`src/rtl/alu.sv`:
```
// Registered 32-bit integer ALU for the execute stage, using MIPS-style ALU-control codes.
// Result and zero flag are computed combinationally, then registered together.
module alu (
  input  logic [31:0] din_A,
  input  logic [31:0] din_B,
  input  logic [3:0]  op,
  output logic        zero,
  output logic [31:0] dout,
  input  logic        clk,
  input  logic        rst_n
);

  typedef enum logic [3:0] {
    OP_AND  = 4'b0000,
    OP_OR   = 4'b0001,
    OP_ADD  = 4'b0010,
    OP_SLL  = 4'b0011,
    OP_SRL  = 4'b0100,
    OP_SRA  = 4'b0101,
    OP_SUB  = 4'b0110,
    OP_SLT  = 4'b0111,
    OP_SLTU = 4'b1000,
    OP_NOR  = 4'b1100,
    OP_XOR  = 4'b1101
  } op_e;

  logic [31:0] result;
  logic [4:0]  shamt;

  assign shamt = din_B[4:0];

  // Unlisted codes fall through to the default zero result.
  always_comb begin
    result = '0;
    case (op)
      OP_AND:  result = din_A & din_B;
      OP_OR:   result = din_A | din_B;
      OP_ADD:  result = din_A + din_B;
      OP_SLL:  result = din_A << shamt;
      OP_SRL:  result = din_A >> shamt;
      OP_SRA:  result = $signed(din_A) >>> shamt;
      OP_SUB:  result = din_A - din_B;
      OP_SLT:  result = {31'd0, $signed(din_A) < $signed(din_B)};
      OP_SLTU: result = {31'd0, din_A < din_B};
      OP_NOR:  result = ~(din_A | din_B);
      OP_XOR:  result = din_A ^ din_B;
      default: result = '0;
    endcase
  end

  always_ff @(posedge clk or negedge rst_n) begin
    if (!rst_n) begin
      dout <= '0;
      zero <= 1'b1;
    end else begin
      dout <= result;
      zero <= (result == '0);
    end
  end

endmodule

```
`config.mk`:
```
export PLATFORM = sky130hd
export DESIGN_NAME = alu
export DESIGN_NICKNAME = d
export VERILOG_FILES = /design/src/rtl/alu.sv
export SDC_FILE = /design/constraint.sdc
export NUM_CORES = 1
export LEC_CHECK = 0
export CAP_MARGIN = 20
export CORE_ASPECT_RATIO = 0.6
export CORE_MARGIN = 5
export CORE_UTILIZATION = 55
export DETAILED_ROUTE_END_ITERATION = 8
export HOLD_SLACK_MARGIN = 0.15
export PLACE_DENSITY = 0.77
export SYNTH_ARGS = -nofsm -noshare
export SYNTH_HDL_FRONTEND = slang
export SYNTH_SLANG_ARGS = --single-unit
```
`constraint.sdc`:
```
create_clock -name clk -period 1 [get_ports clk]
set_input_delay 0.25 -clock clk [delete_from_list [all_inputs] [get_ports clk]]
set_output_delay 0.25 -clock clk [all_outputs]
set_load 0.05 [all_outputs]
```
==> flow_metrics.env, run 1 <==
export IMPL_status="did not finish"
export IMPL_stop_stage="global routing"
export IMPL_first_error="[ERROR GRT-0116] Global routing finished with congestion. Check the congestion regions in the DRC Viewer."
export IMPL_cts_buffer_depth=2
export IMPL_die_h_um=118
export IMPL_synth_edf_count=0
export IMPL_synthAdderAreaFrac_pct=11.7
export IMPL_cts_root_buf="clkbuf_16"
export IMPL_portBuffers=102
export IMPL_first_global_vias=24100
export IMPL_pre_cts_ws_ns=-3.52
export IMPL_start_util_pct=56.1
export IMPL_ys_warn_count=0
export IMPL_grt_max_degree=47
export IMPL_gp_congestion=1.33
export IMPL_clock_sinks=33
export IMPL_synth_area_um2=10700
export IMPL_synth_cell_type_count=93
export IMPL_synthesis_nets=1628
export IMPL_synth_area_leader_cell="ha_1"
export IMPL_cts_buffers=5
export IMPL_synth_compound_area_share_pct=33.1
export IMPL_ios=103
export IMPL_synth_top_family_by_area="compound AO/OA/AOI/OAI gates"
export IMPL_grt_usage_pct=109
export IMPL_synthSimpleGateAreaFrac_pct=22.8
export IMPL_synth_xor_area_share_pct=0.655
export IMPL_rows=39
export IMPL_grt_overflow_total=3310
export IMPL_postSynthAreaPerCell_um2=7.33
export IMPL_ys_seq_area_share_pct=7.73
export IMPL_htree_num_levels=2
export IMPL_async_reset_ff_share_pct=100
export IMPL_grt_first_pass_wirelength_um=183000
export IMPL_dp_hpwl_um=51600
export IMPL_synth_area_mux_share_pct=15.8
export IMPL_synth_area_leaders="ha_1, mux4_2, dfrtp_1, nand2_1, a21oi_1"
export IMPL_die_x_um=190
export IMPL_yosysTopAreaCellShare_pct=11.3
export IMPL_synth_main_ff_cell="dfrtp_1"
export IMPL_synth_cells=1459
export IMPL_synth_seq_cells=33
## cell usage after synthesis, types with 24 or more instances
master / count
mux2i_1: 47
inv_1: 92
nand3_1: 36
buf_2: 24
clkbuf_1: 68
o21ai_0: 90
nor2_1: 130
dfrtp_1: 32
a21oi_1: 98
nor3_1: 40
a211oi_1: 36
ha_1: 97
mux4_2: 41
nand2_1: 154
## metrics by stage
step	util, %	std cells	TNS, ns	area, um^2	hold WS [ns]
2_1_floorplan	-	1459	-55.43	11000	-0.0456
3_3_place_gp	88.3	2330	-78.21	16800	0.118
3_5_place_dp	88.3	2330	-81.93	16800	0.120
4_1_cts	97.7	2384	-61.14	18600	0.345
## kinds of logic after synthesis
kind of cell,Yosys count
XOR/XNOR,8
adder cells (fa/ha/maj),99
multiplexers,114
AO/OA/AOI/OAI,502
buffers and inverters,207
AND/OR/NAND/NOR,496
flip-flops,33
## metal layers
layer | overflow | track usage [%]
met3 | 480 | 108
met5 | 100 | 110
met4 | 374 | 86.2
met2 | 1061 | 112
met1 | 1295 | 118
## timing repair
item | in CTS
hold endpoints to repair | 33
hold buffers | 1
setup endpoints to repair | 66
setup buffers | 44
pin swaps | 75
cloned | 2
gates resized for setup | 345
==> inputs of run 2 (changes only) <==
CORE_ASPECT_RATIO = default   (was 0.6)
CORE_UTILIZATION = 40   (was 55)
HOLD_SLACK_MARGIN = default   (was 0.15)
PLACE_DENSITY = default   (was 0.77)
PLACE_DENSITY_LB_ADDON = 0.15   (was default)
==> run 2 against run 1 <==
Net effect: the flow now finishes, with violations (negative setup slack); synthesized cell count did not move; synthesized area did not move.
==> flow_metrics.env, run 2 <==
export IMPL_start_util_pct=40.8
export IMPL_final_common_cell="buf_4"
export IMPL_startpoint_type="input pin"
export IMPL_grt_first_pass_wirelength_um=96000
export IMPL_grt_usage_pct=40.8
export IMPL_path_common_cell="a2111o_1"
export IMPL_p_leak_nw=8.85
export IMPL_rows=59
export IMPL_synth_edf_count=0
export IMPL_synth_area_leader_cell="ha_1"
export IMPL_drc=0
export IMPL_ir_worst_vdd_uv=876
export IMPL_reg_largest_list="dout x32, zero x1"
export IMPL_synthesis_nets=1628
export IMPL_yosysMostFrequentCell="nand2_1"
export IMPL_worst_pin_slew_ns=0.882
export IMPL_clockPowerShare_pct=11.6
export IMPL_grt_max_degree=48
export IMPL_yosysTopAreaCellShare_pct=11.3
export IMPL_cts_buffers=5
export IMPL_area_growth_pct=84.1
export IMPL_clkTransAtPathRegs_ns=0.06
export IMPL_synth_common_cells="nand2_1, nor2_1, a21oi_1"
export IMPL_path_buf_inv=1
export IMPL_dpl_cell_area_um2=17100
export IMPL_vias_per_cell=6.46
export IMPL_core_um2=26200
export IMPL_power_density_nw_per_um2=827
export IMPL_min_period_ns=3.56
export IMPL_postSynthAreaPerCell_um2=7.33
export IMPL_seqPwrFrac_pct=10.6
export IMPL_finalInstanceArea_um2=19700
export IMPL_async_reset_ff_share_pct=100
export IMPL_portBuffers=102
export IMPL_synth_cell_type_count=93
export IMPL_dieArea_um2=30100
export IMPL_ys_warn_count=0
export IMPL_largest_reg_flops=32
export IMPL_cts_buffer_depth=2
export IMPL_tns_ns=-60.78
export IMPL_synth_area_um2=10700
export IMPL_finalHoldViolCount=0
export IMPL_finalCritPeriodShare_pct=356
export IMPL_hold_path_class="in -> async"
export IMPL_synth_cells=1459
export IMPL_worstPathCellList="buf_8, ha_4, fa_2, o21ba_4, a2111o_1, a211oi_4, nor2_2, a221o_1, a2111o_1, nor4b_4, nor4b_2, nand4_1, nor3_2, and4b_1"
export IMPL_slew_violations=0
export IMPL_slowest_delay_ns=0.48
export IMPL_drtIter0Drc=2028
export IMPL_ant_nets=0
export IMPL_ys_seq_area_share_pct=7.73
export IMPL_tritoncts="yes"
export IMPL_failed_checks="negative setup slack"
export IMPL_drt_total_wl_um=66100
export IMPL_synth_main_ff_cell="dfrtp_1"
export IMPL_synth_area_leaders="ha_1, mux4_2, dfrtp_1, nand2_1, a21oi_1"
export IMPL_critPathRequiredTime_ns=1.22
export IMPL_status="finished with violations"
export IMPL_p_sw_share_pct=45.3
export IMPL_crit_family="compound AO/OA/AOI/OAI gates"
export IMPL_max_freq_mhz=281
export IMPL_die_h_um=174
export IMPL_critPathMaxFanout=3
export IMPL_cp_end_kind="flip-flop"
export IMPL_via_count=16300
export IMPL_grt_overflow_total=0
export IMPL_path_class="in -> reg"
export IMPL_ios=103
export IMPL_finalWorstSetupSlack_ns=-2.56
export IMPL_drive_gt1_share_pct=51.7
export IMPL_p_comb_share_pct=77.8
export IMPL_p_sw_mw=7.38
export IMPL_first_global_vias=15700
export IMPL_cts_root_buf="clkbuf_16"
export IMPL_post_route_util_pct=75.1
export IMPL_wl_per_cell_um=26.1
export IMPL_synth_seq_cells=33
export IMPL_p_int_mw=8.90
export IMPL_dr_pass1_iters=5
export IMPL_diodes=0
export IMPL_grt_antenna_before_repair=1
export IMPL_dp_hpwl_um=52000
export IMPL_die_x_um=174
export IMPL_grt_setup_unrepaired="true"
export IMPL_htree_num_levels=2
export IMPL_cpMaxStageDelayCell="a2111o_1"
export IMPL_clock_sinks=33
export IMPL_cap_violations=0
export IMPL_final_cell_mix="buf_4, nand2_1, nor2_1, a21oi_1, ha_1"
export IMPL_arrival_ns=3.78
export IMPL_regMostFlops="dout"
export IMPL_gp_congestion=1.11
export IMPL_final_nets=2360
export IMPL_max_slew_margin_pct=40.7
export IMPL_setup_viol=66
## run 2: final cells by class
cell class	instances	area [um^2]
multi-input cells	1219	10700
inverters	93	367
clock buffers	7	143
well taps	335	419
flip-flops and latches	33	827
fillers	1961	6510
repair buffers	839	7240
clock inverters	1	30.0
## run 2: metal layers
metal | GRT usage [%] | share of wire [%]
met5 | 0 | 0.064
met4 | 21.8 | 7.8
met3 | 8.68 | 11
met2 | 65.4 | 44
met1 | 51.3 | 37
## run 2: kinds of logic after synthesis
group	count (synthesis)	synth area share [%]
flip-flops	33	7.73
AND/OR/NAND/NOR	496	22.8
buffers and inverters	207	8.25
XOR/XNOR	8	0.655
adder cells (fa/ha/maj)	99	11.7
multiplexers	114	15.8
AO/OA/AOI/OAI	502	33.1
## run 2: final timing paths
check	start	depth (start not counted)	end	slack, ns
max in group asynchronous	rst_n	3	zero$_DFF_PN1_	0.27
hold / removal	rst_n	3	dout[27]$_DFF_PN0_	0.48
min in group clk	din_B[4]	4	dout[7]$_DFF_PN0_	0.74
setup / recovery	din_B[0]	14	zero$_DFF_PN1_	-2.56
## run 2: through the flow
stage	power (mW)	setup WS [ns]	hold WS, ns	std cells
6_report	16.3	-2.56	0.483	2527
5_1_grt	16.8	-2.66	0.525	2527
4_1_cts	15.4	-2.66	0.489	2506
3_5_place_dp	12.3	-3.43	0.229	2437
3_3_place_gp	12.2	-3.41	0.217	2436
2_1_floorplan	6.41	-2.67	-0.0456	1459
## run 2: power by group through the flow
stage	Combinational (mW)	Sequential, mW	Clock [mW]
final	12.7	1.73	1.89
after global routing	13.1	1.75	1.95
after CTS	11.7	1.73	1.89
after detailed placement	10.6	1.75	0
after global placement	10.5	1.74	0
after floorplan	4.04	2.37	0
## run 2: timing repair
item	CTS	global route
hold buffers	1	0
resized for setup	334	164
pin swaps	90	79
endpoints found under the setup margin	66	66
buffers inserted	70	41
hold endpoints to repair	32	0
Power figures use the tool's default switching activity.
==> inputs of run 3 (changes only) <==
DONT_BUFFER_PORTS = 1   (was default)
PLACE_DENSITY_LB_ADDON = 0.1   (was 0.15)
==> run 3 against run 2 <==
Net effect: the flow finishes with violations (negative hold slack, negative setup slack); cell area shrank 12%; wire length shrank 4.8%; hold slack lost 0.84 ns; count of clock-buffer cells in the layout shrank 2; non-clock buffer count shrank 182; sequential share of layout area grew 0.59 points; critical path depth grew 5; power shrank 13%; combinational power shrank 14%; maximum frequency grew 3.0%; sequential power is essentially flat; largest power group unchanged; highest routed layer is now met4.
==> flow_metrics.env, run 3 (same netlist as run 2, synthesis figures left out) <==
export IMPL_status="finished with violations"
export IMPL_failed_checks="negative hold slack, negative setup slack"
export IMPL_portBuffers=0
export IMPL_p_leak_nw=7.75
export IMPL_grt_usage_pct=39.4
export IMPL_clkTransAtPathRegs_ns=0.07
export IMPL_arrival_ns=3.69
export IMPL_cts_root_buf="clkbuf_16"
export IMPL_critPathMaxFanout=5
export IMPL_htree_num_levels=2
export IMPL_finalWorstSetupSlack_ns=-2.45
export IMPL_path_class="in -> reg"
export IMPL_grt_setup_unrepaired="true"
export IMPL_area_growth_pct=61.6
export IMPL_drive_gt1_share_pct=44.1
export IMPL_startpoint_type="input pin"
export IMPL_grt_overflow_total=0
export IMPL_die_x_um=174
export IMPL_path_common_cell="buf_4"
export IMPL_p_comb_share_pct=76.5
export IMPL_largest_reg_flops=32
export IMPL_tritoncts="yes"
export IMPL_cts_buffers=5
export IMPL_final_cell_mix="buf_4, nand2_1, nor2_1, inv_1, ha_1"
export IMPL_via_count=15200
export IMPL_wl_per_cell_um=26.8
export IMPL_dr_pass1_iters=6
export IMPL_final_nets=2178
export IMPL_finalCritPeriodShare_pct=345
export IMPL_ant_nets=0
export IMPL_first_global_vias=14600
export IMPL_die_h_um=174
export IMPL_ir_worst_vdd_uv=803
export IMPL_max_freq_mhz=290
export IMPL_finalHoldViolCount=33
export IMPL_start_util_pct=40.8
export IMPL_reg_largest_list="dout x32, zero x1"
export IMPL_ios=103
export IMPL_p_sw_mw=6.37
export IMPL_worstPathCellList="inv_12, ha_4, fa_2, o21ba_4, a2111o_1, a211oi_2, buf_4, buf_4, buf_4, buf_4, buf_4, o21ai_1, nor2b_1, a221oi_1, o211ai_1, nor2_1, nand4_1, nor3_2, and4b_1"
export IMPL_cp_end_kind="flip-flop"
export IMPL_hold_path_class="in -> async"
export IMPL_vias_per_cell=6.49
export IMPL_grt_antenna_before_repair=0
export IMPL_slew_violations=0
export IMPL_regMostFlops="dout"
export IMPL_critPathRequiredTime_ns=1.24
export IMPL_drc=0
export IMPL_cpMaxStageDelayCell="a2111o_1"
export IMPL_grt_first_pass_wirelength_um=91600
export IMPL_p_int_mw=7.86
export IMPL_dieArea_um2=30100
export IMPL_gp_congestion=1.04
export IMPL_power_density_nw_per_um2=823
export IMPL_slowest_delay_ns=0.45
export IMPL_hold_ws_ns=-0.357
export IMPL_cts_buffer_depth=2
export IMPL_max_slew_margin_pct=36.0
export IMPL_cap_violations=0
export IMPL_p_sw_share_pct=44.8
export IMPL_rows=59
export IMPL_clockPowerShare_pct=11.4
export IMPL_min_period_ns=3.45
export IMPL_dp_hpwl_um=50100
export IMPL_worst_pin_slew_ns=0.952
export IMPL_finalPower_mw=14.2
export IMPL_fillers=2274
export IMPL_drtIter0Drc=1879
export IMPL_final_common_cell="buf_4"
export IMPL_seqPwrFrac_pct=12.1
export IMPL_setup_viol=66
export IMPL_grt_max_degree=89
export IMPL_core_um2=26200
export IMPL_clock_sinks=33
export IMPL_drt_total_wl_um=62900
==> run 3: worst max-delay path: cells and delay by family <==
kind / cells / cell delay, ns
AOI/OAI and AO/OA: 6 / 1.52
buffers and inverters: 6 / 0.55
adders and majority gates: 2 / 0.51
and+or+nand+nor: 5 / 0.84
==> run 3: path summary, 6_finish.rpt <==
check | slack [ns] | endpoint | depth (start not counted) | startpoint
setup / recovery | -2.45 | zero$_DFF_PN1_ | 19 | din_A[0]
hold / removal | -0.36 | dout[10]$_DFF_PN0_ | 0 | rst_n
max in group asynchronous | 1.18 | zero$_DFF_PN1_ | 0 | rst_n
min in group clk | 0.27 | dout[2]$_DFF_PN0_ | 3 | din_B[4]
==> run 3: cell type report <==
cell class	instances	area, um^2	area share [%]
inverter	93	389	2.25
tap	335	419	2.42
multi-input combinational	1219	9970	57.7
clock buffer	5	125	0.724
timing repair buffer	657	5530	32.0
sequential	33	827	4.78
clock inverter	3	17.5	0.101
antenna	1	2.50	0.0145
==> run 3: what timing repair did <==
item / in CTS / in global routing
endpoints found under the setup margin: 66 / 66
hold endpoints to repair: 33 / 33
pin swaps: 51 / 61
resized for setup: 121 / 86
setup buffers: 35 / 28
==> run 3: power groups by stage <==
stage / Combinational [mW] / Sequential (mW) / Clock, mW
6_report: 10.9 / 1.72 / 1.62
4_1_cts: 10.2 / 1.72 / 1.64
3_3_place_gp: 9.39 / 1.74 / 0
5_1_grt: 11.3 / 1.74 / 1.68
2_1_floorplan: 4.04 / 2.37 / 0
3_5_place_dp: 9.47 / 1.74 / 0
==> run 3: per-layer routing <==
layer	wire, um	GRT usage, %
met1	24700	50.7
met2	27000	60.6
met3	6850	9.77
met4	4300	21.5
met5	0	0
==> run 3: per-stage QoR <==
step	setup slack [ns]	util (%)	cells	area, um^2	setup TNS (ns)
floorplan	-2.67	-	1459	11000	-55.43
global placement	-2.84	60.1	2285	15700	-61.96
detailed placement	-2.90	60.1	2285	15700	-63.03
CTS	-2.48	63.8	2327	16700	-53.63
global route	-2.58	65.9	2345	17300	-57.78
finish	-2.45	66.0	2346	17300	-56.06
